File: src/rtl/ss_conv_ctrl_pkg.sv
// Shared types and defaults for the single-slope conversion controller.
// The default pulse latency matches the fixed latency of the upstream comparator edge sampler.
package ss_conv_ctrl_pkg;

  localparam int unsigned DEF_WIDTH         = 8;
  localparam int unsigned DEF_SETTLE_CYCLES = 4;
  localparam int unsigned DEF_PULSE_LATENCY = 2;

  typedef enum logic [1:0] {
    ST_IDLE   = 2'd0,
    ST_SETTLE = 2'd1,
    ST_RAMP   = 2'd2,
    ST_DONE   = 2'd3
  } state_e;

  typedef struct packed {
    logic ramp_rst;
    logic ramp_en;
    logic busy;
    logic valid;
  } ctrl_out_t;

  // Control outputs are a pure function of the state being entered, so they can be registered.
  function automatic ctrl_out_t decode_outputs(state_e s);
    ctrl_out_t o;
    o.ramp_rst = (s != ST_RAMP);
    o.ramp_en  = (s == ST_RAMP);
    o.busy     = (s == ST_SETTLE) || (s == ST_RAMP);
    o.valid    = (s == ST_DONE);
    return o;
  endfunction

endpackage

File: src/rtl/ss_conv_ctrl_if.sv
// Conversion handshake between the controller and its environment (sampler, ramp DAC, readout).
// master drives start/comp_pulse; slave is the controller.
interface ss_conv_ctrl_if
  import ss_conv_ctrl_pkg::*;
#(
  parameter int unsigned WIDTH = DEF_WIDTH
);

  logic             start;
  logic             comp_pulse;
  logic             ramp_rst;
  logic             ramp_en;
  logic [WIDTH-1:0] ramp_code;
  logic             busy;
  logic             valid;
  logic [WIDTH-1:0] data;
  logic             overflow;

  modport master (
    output start, comp_pulse,
    input  ramp_rst, ramp_en, ramp_code, busy, valid, data, overflow
  );

  modport slave (
    input  start, comp_pulse,
    output ramp_rst, ramp_en, ramp_code, busy, valid, data, overflow
  );

endinterface

File: src/rtl/ss_conv_ctrl_ramp_counter.sv
// Ramp code counter: synchronous clear (priority), count enable and terminal-count flag.
// Holds at all-ones is the caller's job; the controller leaves RAMP on terminal count.
module ss_conv_ctrl_ramp_counter #(
  parameter int unsigned WIDTH = 8
) (
  input  logic             clk,
  input  logic             rst,
  input  logic             clr,
  input  logic             en,
  output logic [WIDTH-1:0] count,
  output logic             tc
);

  logic [WIDTH-1:0] count_q;
  logic [WIDTH-1:0] count_d;

  // NOTE: default assignment first so every path through the block drives count_d; no latch is inferred.
  always_comb begin
    count_d = count_q;
    if (clr) begin
      count_d = '0;
    end else if (en) begin
      count_d = count_q + WIDTH'(1);
    end
  end

  // NOTE: sequential state uses non-blocking assignments so all flops update from pre-edge values.
  always_ff @(posedge clk) begin
    if (!rst) begin
      count_q <= '0;
    end else begin
      count_q <= count_d;
    end
  end

  assign count = count_q;
  assign tc    = (count_q == '1);

endmodule

File: src/rtl/ss_conv_ctrl.sv
// Single-slope conversion controller: settle, ramp, capture on comparator pulse with
// sampler-latency compensation, then a one-cycle valid strobe with held data/overflow.
module ss_conv_ctrl
  import ss_conv_ctrl_pkg::*;
#(
  parameter int unsigned WIDTH         = DEF_WIDTH,
  parameter int unsigned SETTLE_CYCLES = DEF_SETTLE_CYCLES,
  parameter int unsigned PULSE_LATENCY = DEF_PULSE_LATENCY
) (
  input  logic            clk,
  input  logic            rst,
  ss_conv_ctrl_if.slave   bus
);

  localparam int unsigned      SW          = $clog2(SETTLE_CYCLES + 1);
  localparam logic [SW-1:0]    SETTLE_LAST = SW'(SETTLE_CYCLES - 1);
  localparam logic [WIDTH-1:0] LAT         = WIDTH'(PULSE_LATENCY);

  state_e           state_q, state_d;
  logic [SW-1:0]    settle_q, settle_d;
  logic [WIDTH-1:0] data_q, data_d;
  logic             overflow_q, overflow_d;
  ctrl_out_t        out_q, out_d;

  logic [WIDTH-1:0] ramp_code;
  logic             ramp_tc;
  logic             cnt_clr;
  logic             cnt_en;

  // Counter restarts from zero on every RAMP entry and reads zero whenever not ramping.
  assign cnt_clr = (state_q != ST_RAMP) || (state_d != ST_RAMP);
  assign cnt_en  = (state_q == ST_RAMP);

  ss_conv_ctrl_ramp_counter #(
    .WIDTH (WIDTH)
  ) u_ramp_counter (
    .clk   (clk),
    .rst   (rst),
    .clr   (cnt_clr),
    .en    (cnt_en),
    .count (ramp_code),
    .tc    (ramp_tc)
  );

  always_comb begin
    state_d    = state_q;
    settle_d   = settle_q;
    data_d     = data_q;
    overflow_d = overflow_q;

    unique case (state_q)
      ST_IDLE: begin
        if (bus.start) begin
          state_d  = ST_SETTLE;
          settle_d = '0;
        end
      end
      ST_SETTLE: begin
        if (settle_q == SETTLE_LAST) begin
          state_d = ST_RAMP;
        end else begin
          settle_d = settle_q + SW'(1);
        end
      end
      ST_RAMP: begin
        // A pulse on the terminal code still wins over overflow.
        if (bus.comp_pulse) begin
          data_d     = (ramp_code >= LAT) ? (ramp_code - LAT) : '0;
          overflow_d = 1'b0;
          state_d    = ST_DONE;
        end else if (ramp_tc) begin
          data_d     = '1;
          overflow_d = 1'b1;
          state_d    = ST_DONE;
        end
      end
      ST_DONE: begin
        state_d = ST_IDLE;
      end
      default: begin
        state_d = ST_IDLE;
      end
    endcase

    out_d = decode_outputs(state_d);
  end

  always_ff @(posedge clk) begin
    if (!rst) begin
      state_q    <= ST_IDLE;
      settle_q   <= '0;
      data_q     <= '0;
      overflow_q <= 1'b0;
      out_q      <= decode_outputs(ST_IDLE);
    end else begin
      state_q    <= state_d;
      settle_q   <= settle_d;
      data_q     <= data_d;
      overflow_q <= overflow_d;
      out_q      <= out_d;
    end
  end

  assign bus.ramp_rst  = out_q.ramp_rst;
  assign bus.ramp_en   = out_q.ramp_en;
  assign bus.busy      = out_q.busy;
  assign bus.valid     = out_q.valid;
  assign bus.ramp_code = ramp_code;
  assign bus.data      = data_q;
  assign bus.overflow  = overflow_q;

endmodule

File: src/flat_wrapper.sv
// flat-port wrapper written by rule: the top's interface ports become plain ports
module ss_conv_ctrl_flat import ss_conv_ctrl_pkg::*;
#(
  parameter int unsigned WIDTH         = DEF_WIDTH,
  parameter int unsigned SETTLE_CYCLES = DEF_SETTLE_CYCLES,
  parameter int unsigned PULSE_LATENCY = DEF_PULSE_LATENCY
)
  (clk, rst, bus_start, bus_comp_pulse, bus_ramp_rst, bus_ramp_en, bus_ramp_code, bus_busy, bus_valid, bus_data, bus_overflow);
  ss_conv_ctrl_if #(.WIDTH(WIDTH)) bus_i ();
  input  logic clk;
  input  logic rst;
  input wire logic [$bits(bus_i.start)-1:0] bus_start;
  input wire logic [$bits(bus_i.comp_pulse)-1:0] bus_comp_pulse;
  output wire logic [$bits(bus_i.ramp_rst)-1:0] bus_ramp_rst;
  output wire logic [$bits(bus_i.ramp_en)-1:0] bus_ramp_en;
  output wire logic [$bits(bus_i.ramp_code)-1:0] bus_ramp_code;
  output wire logic [$bits(bus_i.busy)-1:0] bus_busy;
  output wire logic [$bits(bus_i.valid)-1:0] bus_valid;
  output wire logic [$bits(bus_i.data)-1:0] bus_data;
  output wire logic [$bits(bus_i.overflow)-1:0] bus_overflow;
  assign bus_i.start = bus_start;
  assign bus_i.comp_pulse = bus_comp_pulse;
  assign bus_ramp_rst = bus_i.ramp_rst;
  assign bus_ramp_en = bus_i.ramp_en;
  assign bus_ramp_code = bus_i.ramp_code;
  assign bus_busy = bus_i.busy;
  assign bus_valid = bus_i.valid;
  assign bus_data = bus_i.data;
  assign bus_overflow = bus_i.overflow;
  ss_conv_ctrl #(.WIDTH(WIDTH), .SETTLE_CYCLES(SETTLE_CYCLES), .PULSE_LATENCY(PULSE_LATENCY)) u_core (.clk(clk), .rst(rst), .bus(bus_i));
endmodule
File: config.mk
export PLATFORM = sky130hd
export DESIGN_NAME = ss_conv_ctrl_flat
export DESIGN_NICKNAME = d
export VERILOG_FILES = /design/src/rtl/ss_conv_ctrl_pkg.sv /design/src/rtl/ss_conv_ctrl_if.sv /design/src/rtl/ss_conv_ctrl_ramp_counter.sv /design/src/rtl/ss_conv_ctrl.sv /design/src/flat_wrapper.sv
export SDC_FILE = /design/constraint.sdc
export NUM_CORES = 1
export LEC_CHECK = 0
export CORE_MARGIN = 5
export CORE_UTILIZATION = 25
export CTS_BUF_LIST = sky130_fd_sc_hd__clkbuf_4
export DETAILED_ROUTE_END_ITERATION = 8
export GPL_ROUTABILITY_DRIVEN = 0
export PLACE_DENSITY = 0.47
export SKIP_LAST_GASP = 1
export SLEW_MARGIN = 20
export SYNTH_ARGS = -nofsm -noshare
export SYNTH_HDL_FRONTEND = slang
export SYNTH_SLANG_ARGS = --single-unit
export TNS_END_PERCENT = 5
File: constraint.sdc
create_clock -name clk -period 2.4 [get_ports clk]
set_input_delay 0.36 -clock clk [delete_from_list [all_inputs] [get_ports clk]]
set_output_delay 0.36 -clock clk [all_outputs]
set_load 0.01 [all_outputs]
Word-level counts from Yosys, hierarchy flattened
Cells that the tools add are included.
- register bits: 26
- output and inout port bits: 21
- word-level logic and storage cells: 47
- $add $sub $neg: 3
- $lt $le $gt $ge: 1
- eq/ne operators: 12
- multiplexer cells: 13
- bitwise logic cells: 1
- reductions and logical operators: 8
- operators by type and width (kind ; count):
    two-way mux 8 bit ; 3
    adder 8 x 1 -> 8 bit, second input constant ; 1
    == test 2 bit, second input constant ; 4
    == test 8 bit, second input constant ; 1
    >= comparator 8 x 2 -> 1 bit, second input constant ; 1
    two-way mux 2 bit ; 4
    != test 2 bit, second input constant ; 4
    one-hot mux 2 bit (4 select lines) ; 1
    subtractor 8 x 2 -> 8 bit, second input constant ; 1
    two-way mux 3 bit ; 2
    one-hot mux 3 bit (2 select lines) ; 1
    == test 2 x 1 -> 1 bit, second input constant ; 2
    nonzero test 2 bit ; 2
    adder 3 x 1 -> 3 bit, second input constant ; 1
    == test 3 x 2 -> 1 bit, second input constant ; 1
    AND reduction 3 bit ; 1
    zero test 2 bit ; 1
    logical OR 1 bit ; 2
    two-way mux 1 bit ; 2
    AND reduction 2 bit ; 1
    OR reduction 2 bit ; 1
    NOT 1 bit ; 1

Depth between registers and ports, before layout
Gate-level depths: netlist of the first run.
- depth after elaboration: 7
- mapped depth: 11

Cells and area by module
A second synthesis of the first run with hierarchy kept.
- cells, all modules: 137
- area, all modules: 1226.2 sq um
- by module, submodules not included (module ; instances ; cells each ; area each (sq um) ; seq. area each (sq um)):
    ss_conv_ctrl ; 1 ; 97 ; 872.1 ; 360.3
    ss_conv_ctrl_ramp_counter ; 1 ; 40 ; 354.1 ; 160.2

Worst setup path after synthesis of the first run
Ideal clock, no wire load.
- path kind: register to register
- start: register u_core.u_ramp_counter.count_q[1] (netlist: u_core.u_ramp_counter.count[1])
- end: register u_core.u_ramp_counter.count_q[2] (netlist: u_core.u_ramp_counter.count[2])
- library setup time: 124 ps
- arrival: 2039 ps
- data required time: 2276 ps
- slack: 237 ps
- cell stages (with the launch flop): 12
- clock period less this slack: 2163 ps
- cell sequence: dfxtp_1 > ha_1 > nand3_1 > o31a_1 > buf_2 > and2_4 > ha_1 > nand2_1 > inv_1 > nand2b_1 > clkbuf_1 > nor2_1
- longest elaborated chain between the ends: 7
- ends and longest elaborated chain (what ; line ; source):
    start, declared ; ss_conv_ctrl_ramp_counter.sv:14 ; logic [WIDTH-1:0] count_q;
    start signal, assigned ; ss_conv_ctrl_ramp_counter.sv:32 ; count_q <= count_d;
    == test 8 bit ; ss_conv_ctrl_ramp_counter.sv:37 ; assign tc = (count_q == '1);
    two-way mux 2 bit ; ss_conv_ctrl.sv:71 ; end else if (ramp_tc) begin
    two-way mux 2 bit ; ss_conv_ctrl.sv:67 ; if (bus.comp_pulse) begin
    one-hot mux 2 bit (4 select lines) ; ss_conv_ctrl.sv:51 ; unique case (state_q)
    != test 2 bit ; ss_conv_ctrl.sv:31 ; assign cnt_clr = (state_q != ST_RAMP) || (state_d != ST_RAMP);
    logical OR 1 bit ; ss_conv_ctrl.sv:31 ;
    OR reduction 2 bit (no line) ; n/a ;
Parallel ways exist; a longest one is shown, timed or not.
A chain may end at the register's enable or synchronous reset.

Worst setup path after layout of the first run
- start: register u_core.u_ramp_counter.count_q[0] (netlist: u_core.u_ramp_counter.count[0])
- end: register u_core.u_ramp_counter.count_q[2] (netlist: u_core.u_ramp_counter.count[2])
The elaborated chain is that of the path after synthesis.

==> flow_summary.yaml, run 1 <==
run_status:
  status: "completed"
sta:
  fin_ws_ns: 0.331
  max_slew.worst_pin.slew_ns: 0.556
  setup_tns_ns: 0
  drv_slew: 0
  finalCritPeriodShare_pct: 86.2
  hold_violations: 0
  period_needed_ns: 2.07
  max_slew_margin_pct: 62.7
  clock_skew_ns: 0.0122
  setup_viol_count_final: 0
  rsz0062_at_grt: "no"
  max_freq_ghz: 0.483
worst_setup_path:
  required_ns: 2.61
  worst-path-max-fanout: 8
  cpPeakStageDelay_ns: 0.44
  worstSetupPathType: "flip-flop to flip-flop"
  crit_slowest_cell: "dfxtp_1"
  cp-start-kind: "flip-flop"
  endpoint_kind: "flip-flop"
  crit_path_frequent_cell: "ha_1"
  worstPathArrival_ns: 2.28
  cp_cell_sequence: "ha_1, nand3_1, o31a_1, and2_4, ha_1, nand2_1, inv_1, nand2b_1, nor2_1"
final_layout:
  n_antenna_cell: 0
  drive_gt1_share_pct: 10.1
  nets: 172
  fillCellCount: 509
  syn2layout_area_growth_pct: 29.3
grt:
  overflow: 0
  grt_pass1_vias: 1040
  grt_pass1_wl_mm: 5.07
  gr-usage-all-layers_pct: 9.91
  grt_max_degree: 16
  antenna_found_initial: 0
place:
  io_buffers: 24
  pre_cts_ws_ns: 0.271
  dp_hpwl_mm: 2.18
synth:
  netlist_area_sq_mm: 0.00123
  synth_top_family_by_area: "simple AND/OR/NAND/NOR gates"
  synth_fa_ha_area_share_pct: 8.11
  ys_seq_area_share_pct: 42.2
  yosys.cell_types.count: 38
  muxShareOfSynthArea_pct: 0.811
  ys_seq_elements: 26
  ys_warn_count: 0
  netlist_instances: 134
  avgSynthCellArea_sq_um: 9.21
  syn_nets: 146
  synth_xor_area_share_pct: 5.68
  synth_compound_area_share_pct: 13.8
  synth_simple_gate_area_share_pct: 22.1
clock_tree:
  clk_pin_slew_ns: 0.14
  cts-root-buf: "clkbuf_4"
  clkSinkCount: 26
  cts_tree: "yes"
  cts_resized: 0
  ctsHoldBuffers: 0
  numCtsBuffers: 3
  htreeDepth: 1
  clk_latency_ns: 0.33
  clockBufferDepth: 2
  cts_setup_buffers: 0
routing:
  wirelength_mm: 2.83
  drt_pre_antenna_iters: 5
  vias: 1008
  vias_per_cell: 4.46
  drc: 0
  wl_per_cell_um: 12.5
  first_iter_violations: 79
  antenna_left: 0
floorplanning:
  ioPinCount: 25
  start_util_pct: 25.9
  die-area_sq_mm: 0.00644
  die_h_um: 80.2
  coreArea_sq_mm: 0.00475
  die_w_um: 80.2
  num_rows: 25
power_and_ir_drop:
  leakage_nw: 0.594
  total_power_mw: 0.776
  p_per_area_mw_per_mm2: 486
  ir_drop_mv: 0.183
worst_hold_path:
  hp-class: "flip-flop to flip-flop"
run:
  max-cap-violations: 0
-- synthesized netlist by cell type --
master / n / area [sq um]
a21oi_1: 9 / 45.0
nand4_1: 1 / 6.26
a21boi_0: 1 / 7.51
o31ai_1: 3 / 22.5
and2_4: 1 / 8.76
a22oi_1: 2 / 15.0
o21ai_0: 1 / 5.00
nor4_2: 2 / 25.0
a41oi_1: 1 / 8.76
buf_1: 1 / 3.75
clkbuf_1: 2 / 7.51
nand3b_1: 2 / 15.0
o31a_1: 1 / 8.76
and2_1: 1 / 6.26
nand2_2: 1 / 6.26
mux2i_1: 1 / 10.0
buf_2: 3 / 15.0
nor3b_1: 2 / 15.0
o21a_1: 1 / 7.51
nand4_2: 1 / 12.5
ha_1: 8 / 100
nand2b_1: 2 / 12.5
buf_6: 3 / 33.8
nand2_1: 5 / 18.8
o211ai_1: 1 / 7.51
o311ai_1: 4 / 35.0
dfxtp_1: 26 / 521
nor4_1: 1 / 6.26
and3_1: 1 / 6.26
inv_1: 8 / 30.0
xor2_1: 5 / 43.8
nand3_1: 9 / 45.0
and3b_1: 1 / 8.76
nor2_1: 17 / 63.8
o21bai_1: 1 / 7.51
or4_4: 1 / 11.3
nor3_1: 1 / 5.00
xnor2_1: 3 / 26.3
-- registers in the layout, indices dropped and copies added (netlist names) --
register                     count
u_core.bus.busy                  1
u_core.bus.data                  8
u_core.bus.overflow              1
u_core.bus.ramp_en               1
u_core.bus.ramp_rst              1
u_core.bus.valid                 1
u_core.settle_q                  3
u_core.state_q                   2
u_core.u_ramp_counter.count      8
-- worst max-delay path, delay by kind of cell, from the launching register on --
family	cells	cell delay, ns
simple gates	5	0.73
fa+ha+maj	2	0.45
flops	1	0.44
compound gates	1	0.30
buf+inv	1	0.06
-- per-layer routing --
| layer | share of wire (%) | wire (um) | GRT usage (%) | vias to the layer above |
|---|---|---|---|---|
| li1 | - | - | - | 515 |
| met1 | 48 | 1360 | 13.2 | 464 |
| met2 | 44 | 1240 | 15.4 | 27 |
| met3 | 7.8 | 220 | 3.48 | 2 |
| met4 | 0.46 | 13 | 2.03 | 0 |
| met5 | 0 | 0 | 0 | - |
-- kinds of logic (layout without fill, tap and decap cells) --
logic type      after synthesis  in the layout
compound gates               25             25
xor+xnor                      8              8
fa+ha+maj                     8              8
buf+inv                      17             42
flops                        26             26
mux                           1              1
simple gates                 49             49
-- final timing paths --
path	from	to	slack [ns]	depth (start not counted)
max	u_core.u_ramp_counter.count[0]	u_core.u_ramp_counter.count[2]	0.33	9
min reg2reg	u_core.bus.data[6]	u_core.bus.data[6]	0.50	2
min	u_core.bus.data[6]	u_core.bus.data[6]	0.50	2
max reg2reg	u_core.u_ramp_counter.count[0]	u_core.u_ramp_counter.count[2]	0.33	9
-- per-stage QoR --
step                      hold WS, ns  util [%]  std cells  instance area, sq um
after floorplan                 0.477         -        134                  1230
after global placement          0.463      32.4        222                  1540
after detailed placement        0.482      32.4        222                  1540
after CTS                       0.506      33.6        226                  1600
after global routing            0.551      33.6        226                  1600
final                           0.500      33.6        226                  1600
-- layout make-up --
class	instances	area [sq um]	share of cell area, %
Timing Repair Buffer	30	285	17.9
Tap cell	67	83.8	5.25
Clock buffer	3	22.5	1.41
Inverter	8	30.0	1.88
Clock inverter	1	30.0	1.88
Multi-Input combinational cell	91	623	39.1
Sequential cell	26	520	32.6
-- placed cells by master (no fill, tap or decap), types with 2 or more instances in the layout --
master / netlist / final
nand2_1: 5 / 5
buf_4: 0 / 6
clkdlybuf4s50_1: 0 / 24
o31ai_1: 3 / 3
ha_1: 8 / 8
a21oi_1: 9 / 9
a22oi_1: 2 / 2
xor2_1: 5 / 5
nor2_1: 17 / 17
nand2b_1: 2 / 2
nand3_1: 9 / 9
xnor2_1: 3 / 3
nand3b_1: 2 / 2
o311ai_1: 4 / 4
nor4_2: 2 / 2
nor3b_1: 2 / 2
clkbuf_4: 0 / 3
dfxtp_1: 26 / 26
inv_1: 8 / 8
-- where the power goes --
group          internal (mW)  total [mW]  switching [mW]
registers              0.436       0.439         0.00303
logic                 0.0161      0.0333          0.0171
clock network          0.169       0.303           0.134
total                  0.621       0.776           0.154
Note: power is estimated with default switching activity, not from simulation.
==> run 2, diff against run 1 <==
--- a/config.mk
+++ b/config.mk
@@ -5,6 +5,7 @@
 export SDC_FILE = /design/constraint.sdc
 export NUM_CORES = 1
 export LEC_CHECK = 0
+export ABC_AREA = 1
 export CORE_MARGIN = 5
 export CORE_UTILIZATION = 25
 export CTS_BUF_LIST = sky130_fd_sc_hd__clkbuf_4
==> run 2 against run 1 <==
Net effect:
- sequential cell count is the same
- utilization rose by 0.53 points
- non-clock buffer count fell by 4
- cell count increased by 16%
- maximum frequency decreased by 1.2%
- critical path depth up 2
- largest power group unchanged
- synthesized area is 0.10% lower
==> flow_summary.yaml, run 2 <==
floorplanning:
  coreArea_sq_mm: 0.00475
  die_w_um: 80.2
  start_util_pct: 25.9
  num_rows: 25
  die-area_sq_mm: 0.00643
  die_h_um: 80.2
  ioPinCount: 25
sta:
  setup_viol_count_final: 0
  holdWs_ns: 0.470
  hold_violations: 0
  max_slew.worst_pin.slew_ns: 0.392
  max_slew_margin_pct: 73.8
  clock_skew_ns: 0.00436
  finalCritPeriodShare_pct: 87.2
  drv_slew: 0
  period_needed_ns: 2.09
  max_freq_ghz: 0.478
worst_setup_path:
  required_ns: 2.66
  rr_endpoint: "u_core.u_ramp_counter.count[4]"
  crit_start: "u_core.settle_q[0]"
  cp-start-kind: "flip-flop"
  cp-endpoint: "u_core.u_ramp_counter.count[4]"
  r2r_slack_ns: 0.31
  endpoint_kind: "flip-flop"
  r2r_start: "u_core.settle_q[0]"
  worstSetupPathType: "flip-flop to flip-flop"
  worst-path-max-fanout: 5
  rr_worst_depth: 11
  worstPathArrival_ns: 2.36
final_layout:
  post-route-util_pct: 34.1
  n_antenna_cell: 0
  nets: 208
  drive_gt1_share_pct: 7.69
  syn2layout_area_growth_pct: 31.5
  layout_common_cells: "inv_1, nand2_1, dfxtp_1, clkdlybuf4s50_1, nor2_1"
  fin_area_sq_mm: 0.00162
place:
  io_buffers: 24
  place_area_sq_mm: 0.00155
  dp_hpwl_mm: 2.13
routing:
  vias_per_cell: 4.09
  drt_pre_antenna_iters: 4
  antenna_left: 0
  drc: 0
  vias: 1072
  first_iter_violations: 66
  wirelength_mm: 2.79
  wl_per_cell_um: 10.6
grt:
  grt_pass1_vias: 1037
  grt_max_degree: 16
  antenna_found_initial: 0
  gr-usage-all-layers_pct: 9.41
  grt_pass1_wl_mm: 4.72
  overflow: 0
synth:
  yosys.cell_types.count: 21
  synth.area.top_cells: "dfxtp_1, inv_1, nand2_1"
  yosysTopAreaCell: "dfxtp_1"
  async_reset_ff_share_pct: 0
  netlist_instances: 166
  ys_seq_area_share_pct: 42.2
  synth-edff-count: 0
  ys_seq_elements: 26
  syn_nets: 178
  dominantRegCellSynth: "dfxtp_1"
  synth_top_cells_by_count: "inv_1, nand2_1, dfxtp_1, nor2_1"
  ys_warn_count: 0
  yosys.area.top_type_share_pct: 42.2
  avgSynthCellArea_sq_um: 7.42
  netlist_area_sq_mm: 0.00123
clock_tree:
  clk_latency_ns: 0.33
  clkSinkCount: 26
  cts-root-buf: "clkbuf_4"
  numCtsBuffers: 3
  clockBufferDepth: 2
  htreeDepth: 1
  cts_tree: "yes"
  clk_pin_slew_ns: 0.15
power_and_ir_drop:
  p_sw_share_pct: 20.6
  ir_drop_mv: 0.193
  seq_power_share_pct: 56.2
  combPwrFrac_pct: 4.4
  leakage_nw: 0.663
  total_power_mw: 0.784
  power.internal_mw: 0.623
  power_frac_clock_pct: 39.5
  p_per_area_mw_per_mm2: 484
  p_sw_mw: 0.161
run:
  max-cap-violations: 0
run_status:
  status: "completed"
worst_hold_path:
  whs_path_depth: 2
  hp-class: "flip-flop to flip-flop"
-- run 2: how the worst min path moves through the flow --
stage                   startpoint                  end  slack [ns]
6_report       u_core.bus.overflow  u_core.bus.overflow        0.47
3_5_place_dp   u_core.bus.overflow  u_core.bus.overflow        0.45
2_1_floorplan   u_core.settle_q[0]   u_core.settle_q[0]        0.44
4_1_cts        u_core.bus.overflow  u_core.bus.overflow        0.48
5_1_grt        u_core.bus.overflow  u_core.bus.overflow        0.50
3_3_place_gp   u_core.bus.overflow  u_core.bus.overflow        0.45
-- run 2: per-layer routing --
metal,up-vias,track usage (%),share of wire (%)
met2,27,13.7,39
met1,454,13.8,55
met5,-,0,0
li1,586,-,-
met4,0,3.55,1.8
met3,5,1.46,4.0
-- run 2: area by class of cell --
| type | instances | area [sq um] |
|---|---|---|
| Fill cell | 530 | 3130 |
| Multi-Input combinational cell | 110 | 599 |
| Sequential cell | 26 | 520 |
| Timing Repair Buffer | 26 | 255 |
| Inverter | 29 | 109 |
| Tap cell | 67 | 83.8 |
| Clock inverter | 1 | 30.0 |
| Clock buffer | 3 | 22.5 |
-- run 2: power by group through the flow --
stage          sequential, mW  combinational (mW)  clock [mW]
6_report                0.440              0.0343       0.309
5_1_grt                 0.441              0.0399       0.340
4_1_cts                 0.440              0.0311       0.327
3_5_place_dp            0.450              0.0310           0
3_3_place_gp            0.450              0.0311           0
2_1_floorplan           0.450              0.0173           0
-- run 2: through the flow --
| stage | std cells | setup TNS (ns) | setup slack [ns] |
|---|---|---|---|
| 2_1_floorplan | 166 | 0 | 0.630 |
| 3_3_place_gp | 256 | 0 | 0.312 |
| 3_5_place_dp | 256 | 0 | 0.231 |
| 4_1_cts | 260 | 0 | 0.294 |
| 5_1_grt | 262 | -0.00484 | -0.00484 |
| 6_report | 262 | 0 | 0.307 |
-- run 2: cells by family after synthesis --
logic type	synth area share (%)
buffers and inverters	9.14
adders and majority gates	8.12
AOI/OAI and AO/OA	9.34
xor gates and xnor gates	0.711
DFF	42.2
and+or+nand+nor	30.5
-- run 2: timing repair --
item,CTS,global route
resized for setup,0,0
hold buffers,0,0
buffers inserted,0,2
setup endpoints to repair,0,1
-- run 2: worst max-delay path: stages, from the launching register on --
cell and delay [ns]:
dfxtp_1 0.37, ha_1 0.15, ha_1 0.17, nand3_1 0.13, o211ai_1 0.21, inv_1 0.09
nor2_2 0.16, ha_1 0.16, nand2_1 0.09, nor2_2 0.19, inv_1 0.12, nor3_1 0.18
